### config.mk
export PLATFORM = sky130hd
export DESIGN_NAME = approx_adder_error_monitor_flat
export DESIGN_NICKNAME = d
export VERILOG_FILES = /design/src/rtl/approx_adder_error_monitor_if.sv /design/src/rtl/approx_adder_error_monitor.sv /design/src/flat_wrapper.sv
export SDC_FILE = /design/constraint.sdc
export NUM_CORES = 1
export LEC_CHECK = 0
export BUFFER_PORTS_ARGS = -buffer_cell sky130_fd_sc_hd__buf_2
export CAP_MARGIN = 10
export CORE_MARGIN = 3
export CORE_UTILIZATION = 50
export DETAILED_ROUTE_END_ITERATION = 10
export PLACE_DENSITY = 0.72
export SLEW_MARGIN = 10
export SYNTH_ARGS = -nofsm -noshare
export SYNTH_HDL_FRONTEND = slang
export SYNTH_SLANG_ARGS = --single-unit
### constraint.sdc
create_clock -name clk -period 4.3 [get_ports clk]
set_input_delay 0.215 -clock clk [delete_from_list [all_inputs] [get_ports clk]]
set_output_delay 0.215 -clock clk [all_outputs]
set_load 0.02 [all_outputs]
### src/rtl/approx_adder_error_monitor_if.sv
// approx_adder_error_monitor_if: control, adder-under-test and metric signals of the error monitor
interface approx_adder_error_monitor_if #(
  parameter int N = 16,
  parameter int CNT_W = 24
);
  logic                    start_i;
  logic                    clr_i;
  logic [CNT_W-1:0]        num_vec_i;
  logic [N-1:0]            a_o;
  logic [N-1:0]            b_o;
  logic [N-1:0]            approx_sum_i;
  logic                    approx_co_i;
  logic                    busy_o;
  logic                    done_o;
  logic [CNT_W-1:0]        err_cnt_o;
  logic [N+CNT_W:0]        sum_ed_o;
  logic [N:0]              max_ed_o;
  logic [2*N+1+CNT_W:0]    sum_sq_ed_o;
  modport master (
    output start_i, clr_i, num_vec_i, approx_sum_i, approx_co_i,
    input  a_o, b_o, busy_o, done_o, err_cnt_o, sum_ed_o, max_ed_o, sum_sq_ed_o
  );
  modport slave (
    input  start_i, clr_i, num_vec_i, approx_sum_i, approx_co_i,
    output a_o, b_o, busy_o, done_o, err_cnt_o, sum_ed_o, max_ed_o, sum_sq_ed_o
  );
endinterface

### src/rtl/approx_adder_error_monitor.sv
// approx_adder_error_monitor: LFSR-driven ER/MED/NMED characterisation of an external approximate adder; `APPROX_MON_SQERR_EN adds the squared-error accumulator
module approx_adder_error_monitor #(
  parameter int          N             = 16,
  parameter int          CNT_W         = 24,
  parameter logic [31:0] SEED          = 32'h1,
  parameter bit          INCLUDE_CARRY = 1'b0
) (
  input logic clk,
  input logic rst_n,
  approx_adder_error_monitor_if.slave bus
);
  localparam logic [31:0] SEED_NZ = (SEED == 32'd0) ? 32'd1 : SEED;
  localparam logic [31:0] TAPS = 32'h8020_0003;
  localparam int SW = N + 1 + CNT_W;
  localparam int QW = 2 * N + 2 + CNT_W;
  typedef enum logic [1:0] {IDLE, RUN, DRAIN, DONE} state_t;
  state_t           state;
  logic [31:0]      lfsr, lfsr_next;
  logic [CNT_W-1:0] num_vec, issued, err_cnt;
  logic             drain_cnt, busy, done;
  logic             go, clr;
  logic             s0_v, s1_v, s1_mis;
  logic [N:0]       s0_exact, s0_approx, d_exact, d_approx, ed, s1_ed, max_ed;
  logic [SW-1:0]    sum_ed;
  logic [QW-1:0]    sum_sq_ed;
  assign lfsr_next = {1'b0, lfsr[31:1]} ^ (lfsr[0] ? TAPS : 32'd0);
  assign go  = bus.start_i & (state == IDLE || state == DONE);
  assign clr = bus.clr_i & (state == IDLE || state == DONE);
  always_ff @(posedge clk or negedge rst_n) begin
    if (!rst_n) begin
      state     <= IDLE;
      lfsr      <= SEED_NZ;
      num_vec   <= '0;
      issued    <= '0;
      drain_cnt <= 1'b0;
      busy      <= 1'b0;
      done      <= 1'b0;
    end else if (go) begin
      num_vec   <= bus.num_vec_i;
      issued    <= '0;
      drain_cnt <= 1'b0;
      state     <= (bus.num_vec_i == '0) ? DONE : RUN;
      busy      <= (bus.num_vec_i != '0);
      done      <= (bus.num_vec_i == '0);
    end else if (state == RUN) begin
      lfsr   <= lfsr_next;
      issued <= issued + 1'b1;
      if (issued == num_vec - 1'b1) state <= DRAIN;
    end else if (state == DRAIN) begin
      drain_cnt <= 1'b1;
      if (drain_cnt) begin
        state <= DONE;
        busy  <= 1'b0;
        done  <= 1'b1;
      end
    end
  end
  always_comb begin
    d_exact  = INCLUDE_CARRY ? s0_exact : {1'b0, s0_exact[N-1:0]};
    d_approx = INCLUDE_CARRY ? s0_approx : {1'b0, s0_approx[N-1:0]};
    ed       = (d_exact >= d_approx) ? d_exact - d_approx : d_approx - d_exact;
  end
  always_ff @(posedge clk or negedge rst_n) begin
    if (!rst_n) begin
      s0_v      <= 1'b0;
      s1_v      <= 1'b0;
      s0_exact  <= '0;
      s0_approx <= '0;
      s1_ed     <= '0;
      s1_mis    <= 1'b0;
    end else begin
      s0_v      <= (state == RUN);
      s1_v      <= s0_v;
      s0_exact  <= {1'b0, bus.a_o} + {1'b0, bus.b_o};
      s0_approx <= {bus.approx_co_i, bus.approx_sum_i};
      s1_ed     <= ed;
      s1_mis    <= (ed != '0);
    end
  end
  always_ff @(posedge clk or negedge rst_n) begin
    if (!rst_n) begin
      err_cnt <= '0;
      sum_ed  <= '0;
      max_ed  <= '0;
    end else if (go || clr) begin
      err_cnt <= '0;
      sum_ed  <= '0;
      max_ed  <= '0;
    end else if (s1_v) begin
      err_cnt <= err_cnt + {{(CNT_W-1){1'b0}}, s1_mis};
      sum_ed  <= sum_ed + {{CNT_W{1'b0}}, s1_ed};
      max_ed  <= (s1_ed > max_ed) ? s1_ed : max_ed;
    end
  end
`ifdef APPROX_MON_SQERR_EN
  logic [2*N+1:0] sq;
  assign sq = {{(N+1){1'b0}}, s1_ed} * {{(N+1){1'b0}}, s1_ed};
  always_ff @(posedge clk or negedge rst_n) begin
    if (!rst_n) sum_sq_ed <= '0;
    else if (go || clr) sum_sq_ed <= '0;
    else if (s1_v) sum_sq_ed <= sum_sq_ed + {{CNT_W{1'b0}}, sq};
  end
`else
  assign sum_sq_ed = '0;
`endif
  assign bus.a_o         = lfsr[N-1:0];
  assign bus.b_o         = lfsr[16+N-1:16];
  assign bus.busy_o      = busy;
  assign bus.done_o      = done;
  assign bus.err_cnt_o   = err_cnt;
  assign bus.sum_ed_o    = sum_ed;
  assign bus.max_ed_o    = max_ed;
  assign bus.sum_sq_ed_o = sum_sq_ed;
endmodule

### src/flat_wrapper.sv
// flat-port wrapper written by rule: the top's interface ports become plain ports
module approx_adder_error_monitor_flat 
#(
  parameter int          N             = 16,
  parameter int          CNT_W         = 24,
  parameter logic [31:0] SEED          = 32'h1,
  parameter bit          INCLUDE_CARRY = 1'b0
)
  (clk, rst_n, bus_start_i, bus_clr_i, bus_num_vec_i, bus_approx_sum_i, bus_approx_co_i, bus_a_o, bus_b_o, bus_busy_o, bus_done_o, bus_err_cnt_o, bus_sum_ed_o, bus_max_ed_o, bus_sum_sq_ed_o);
  approx_adder_error_monitor_if #(.N(N), .CNT_W(CNT_W)) bus_i ();
  input logic clk;
  input logic rst_n;
  input wire logic [$bits(bus_i.start_i)-1:0] bus_start_i;
  input wire logic [$bits(bus_i.clr_i)-1:0] bus_clr_i;
  input wire logic [$bits(bus_i.num_vec_i)-1:0] bus_num_vec_i;
  input wire logic [$bits(bus_i.approx_sum_i)-1:0] bus_approx_sum_i;
  input wire logic [$bits(bus_i.approx_co_i)-1:0] bus_approx_co_i;
  output wire logic [$bits(bus_i.a_o)-1:0] bus_a_o;
  output wire logic [$bits(bus_i.b_o)-1:0] bus_b_o;
  output wire logic [$bits(bus_i.busy_o)-1:0] bus_busy_o;
  output wire logic [$bits(bus_i.done_o)-1:0] bus_done_o;
  output wire logic [$bits(bus_i.err_cnt_o)-1:0] bus_err_cnt_o;
  output wire logic [$bits(bus_i.sum_ed_o)-1:0] bus_sum_ed_o;
  output wire logic [$bits(bus_i.max_ed_o)-1:0] bus_max_ed_o;
  output wire logic [$bits(bus_i.sum_sq_ed_o)-1:0] bus_sum_sq_ed_o;
  assign bus_i.start_i = bus_start_i;
  assign bus_i.clr_i = bus_clr_i;
  assign bus_i.num_vec_i = bus_num_vec_i;
  assign bus_i.approx_sum_i = bus_approx_sum_i;
  assign bus_i.approx_co_i = bus_approx_co_i;
  assign bus_a_o = bus_i.a_o;
  assign bus_b_o = bus_i.b_o;
  assign bus_busy_o = bus_i.busy_o;
  assign bus_done_o = bus_i.done_o;
  assign bus_err_cnt_o = bus_i.err_cnt_o;
  assign bus_sum_ed_o = bus_i.sum_ed_o;
  assign bus_max_ed_o = bus_i.max_ed_o;
  assign bus_sum_sq_ed_o = bus_i.sum_sq_ed_o;
  approx_adder_error_monitor #(.N(N), .CNT_W(CNT_W), .SEED(SEED), .INCLUDE_CARRY(INCLUDE_CARRY)) u_core (.clk(clk), .rst_n(rst_n), .bus(bus_i));
endmodule
==> qor.yml <==
worst_setup_path:
  slowest_stage: "or4b_1"
  max_stage_delay_ns: 0.50
  critPathMaxFanout: 8
  rr_endpoint: "u_core.s1_mis"
  path_class: "reg -> reg"
  path_cells: "inv_1 > ha_1 > and4_4 > nand2_1 > o31ai_4 > a41o_1 > or2_1 > mux2i_1 > nand3_1 > xor2_1 > or4_1 > or4b_1"
  cp-start-kind: "flip-flop"
  critical_path_required_ns: 4.70
  arrival_ns: 4.11
  rr_startpoint: "u_core.s0_approx[8]"
  critPathCapture: "u_core.s1_mis"
  cp-end-kind: "flip-flop"
  r2r_slack_ns: 0.59
  crit_buf_inv: 1
  r2r_cells: 12
  cp_top_family: "simple AND/OR/NAND/NOR gates"
  cp.depth: 12
  setup.worst_path.start: "u_core.s0_approx[8]"
synthesis:
  yosysWarnings: 0
  synthDominantCellAreaShare_pct: 40.8
  synthesis.area_mm2: 0.0134
  ys_seq_elements: 219
  yosys.area.top_type: "dfrtp_1"
  yosysUniqueCellTypes: 72
  synth.area.top_cells: "dfrtp_1 41%, ha_1 8.2%, xnor2_1 4.9%"
  synth_flop_cell: "dfrtp_1"
  synthCells: 1391
  synth_edf_count: 0
  syn_area_per_cell_um2: 9.61
  synth_async_sr_flop_share_pct: 100
  synth-seq-area-share_pct: 41.0
routing:
  num_vias: 10100
  dr.first_iter.drc_count: 603
  wirelength_um: 28600
  first_pass_iters: 5
  wire_per_inst_um: 15.0
  antenna_left: 0
  drc: 0
  routed_via_density: 5.32
die:
  start_util_pct: 51.0
  die_area_mm2: 0.0287
  pin_count: 219
  num_rows: 59
  core_area_mm2: 0.0262
  dieHeight_um: 170
  dieWidth_um: 170
place:
  placed_area_mm2: 0.0141
  portBuffers: 159
  hpwl_um: 20500
  routabilityCongestion: 0.899
  dpl_worst_slack_ns: 0.624
  dp_cells: 1820
pwr:
  leakage_nw: 7.34
  seqPwrFrac_pct: 29.3
  combPwrFrac_pct: 50.7
  cellPowerDensity_mw_per_mm2: 751
  peakVddDrop_mv: 0.499
  p_switching_mw: 4.87
  p_clk_share_pct: 20.0
  switching_share_pct: 42.2
  p_int_mw: 6.67
cts:
  cts_tree: "done"
  cts.path.max_buffers: 3
  cts_buffers: 26
  post-cts-setup-buffer-count: 0
  path_clk_slew_ns: 0.06
  h-tree-depth: 1
  root_buffer: "clkbuf_16"
  clk_latency_ns: 0.53
  cts.sinks: 219
timing:
  maxSlewHeadroom_pct: 40.3
  clock_skew_ns: 0.0120
  fin_ws_ns: 0.591
  rsz0062_at_grt: "false"
  fmax_mhz: 270
  fin_crit_sh_pct: 86.3
  fin_setup_tns_ns: 0
  hold_viol: 0
  min_period_ns: 3.71
  setup_violations: 0
  final_max_slew_viol_count: 0
  worst_pin_slew_ns: 0.896
finish:
  fin_cells: 1905
  mostFrequentLayoutCells: "218 x dfrtp_1, 163 x nor2_1, 158 x buf_2, 88 x a21oi_1, 87 x ha_1"
  area_growth_pct: 15.0
  drive_gt1_share_pct: 18.0
  final_common_cell: "dfrtp_1"
  final_area_mm2: 0.0154
  final_net_count: 1691
worst_hold_path:
  hold_path.class: "in -> async"
outcome:
  status: "finished, final reports clean"
global_route:
  antenna_found_initial: 1
  grt_pass1_wl_um: 47300
  track_usage_pct: 19.5
  grt_max_degree: 160
  grt_pass1_vias: 9632
  overflow: 0
flow_run:
  max_cap_viol_count: 0
## Yosys cell counts, drive strengths merged (7+ instances only)
master,n
a21boi,8
nand4,14
nand2b,16
buf,97
inv,76
a21o,23
xnor2,75
ha,88
mux2,51
nor2b,13
nor2,163
and3,18
nor3,33
or2,7
mux2i,26
clkbuf,34
o21ai,52
xor2,52
nand2,65
or3,18
dfrtp,218
a31oi,7
o21a,13
a211oi,7
a21oi,89
nand3,30
nor4,18
## through the flow
stage	total power, mW	utilization (%)	hold WS (ns)
6_report	11.5	58.7	0.212
5_1_grt	12.5	58.7	0.246
4_1_cts	11.6	58.7	0.221
3_5_place_dp	9.20	53.6	0.181
3_3_place_gp	9.01	53.6	0.179
2_1_floorplan	8.01	-	-0.0806
## registers in the layout, indices dropped and copies added, names as in the netlist, 2 cells and up
register,flops
u_core.lfsr,32
u_core.bus.sum_ed_o,41
u_core.num_vec,24
u_core.bus.err_cnt_o,24
u_core.state,2
u_core.s0_exact,16
u_core.bus.max_ed_o,17
u_core.s0_approx,16
u_core.s1_ed,17
u_core.issued,24
## worst min path at each step
stage                     start                endpoint  slack, ns  depth (start not counted)
after global placement    rst_n  u_core.bus.sum_ed_o[4]       0.18                          1
after floorplan           rst_n       u_core.bus.busy_o      -0.08                          0
after detailed placement  rst_n  u_core.bus.sum_ed_o[5]       0.18                          1
after global routing      rst_n  u_core.bus.sum_ed_o[4]       0.25                          2
final                     rst_n  u_core.bus.sum_ed_o[5]       0.21                          2
after CTS                 rst_n  u_core.bus.sum_ed_o[5]       0.22                          2
## power by group through the flow
stage                     combinational, mW  clock [mW]  sequential [mW]
after CTS                              5.86        2.37             3.38
after detailed placement               5.78           0             3.41
after global placement                 5.62           0             3.39
after global routing                   6.55        2.44             3.47
final                                  5.86        2.31             3.38
after floorplan                        4.62           0             3.38
## per-layer routing
metal | vias up | routed length [um] | GRT usage [%] | part of all wire, %
met3 | 46 | 1280 | 2.91 | 4.5
li1 | 5000 | - | - | -
met4 | 0 | 752 | 5.09 | 2.6
met5 | - | 0 | 0 | 0
met1 | 4854 | 13300 | 27.3 | 46
met2 | 229 | 13300 | 31.9 | 47
## logic make-up after synthesis
kind of cell	after synthesis	synth area share [%]
buffers and inverters	207	8.46
multiplexers	77	6.27
adder cells (fa/ha/maj)	92	8.83
AND/OR/NAND/NOR	425	15.5
flip-flops	219	41.0
AO/OA/AOI/OAI	243	11.7
other	1	0.0280
XOR/XNOR	127	8.32
## area by class of cell
class                   count  area, um2
diodes                      1       2.50
clock buffers              29        682
clock inverters            14        225
fillers                  2242      10800
inverters                  76        285
multi-input cells        1022       6990
flip-flops and latches    219       5480
well taps                 335        419
repair buffers            209       1300
## what timing repair did
action,4_1_cts,5_1_grt
setup endpoints to repair,0,0
resized for setup,0,0
endpoints found under the hold margin,100,0
hold buffers,41,0
(Power assumes the default switching activity.)
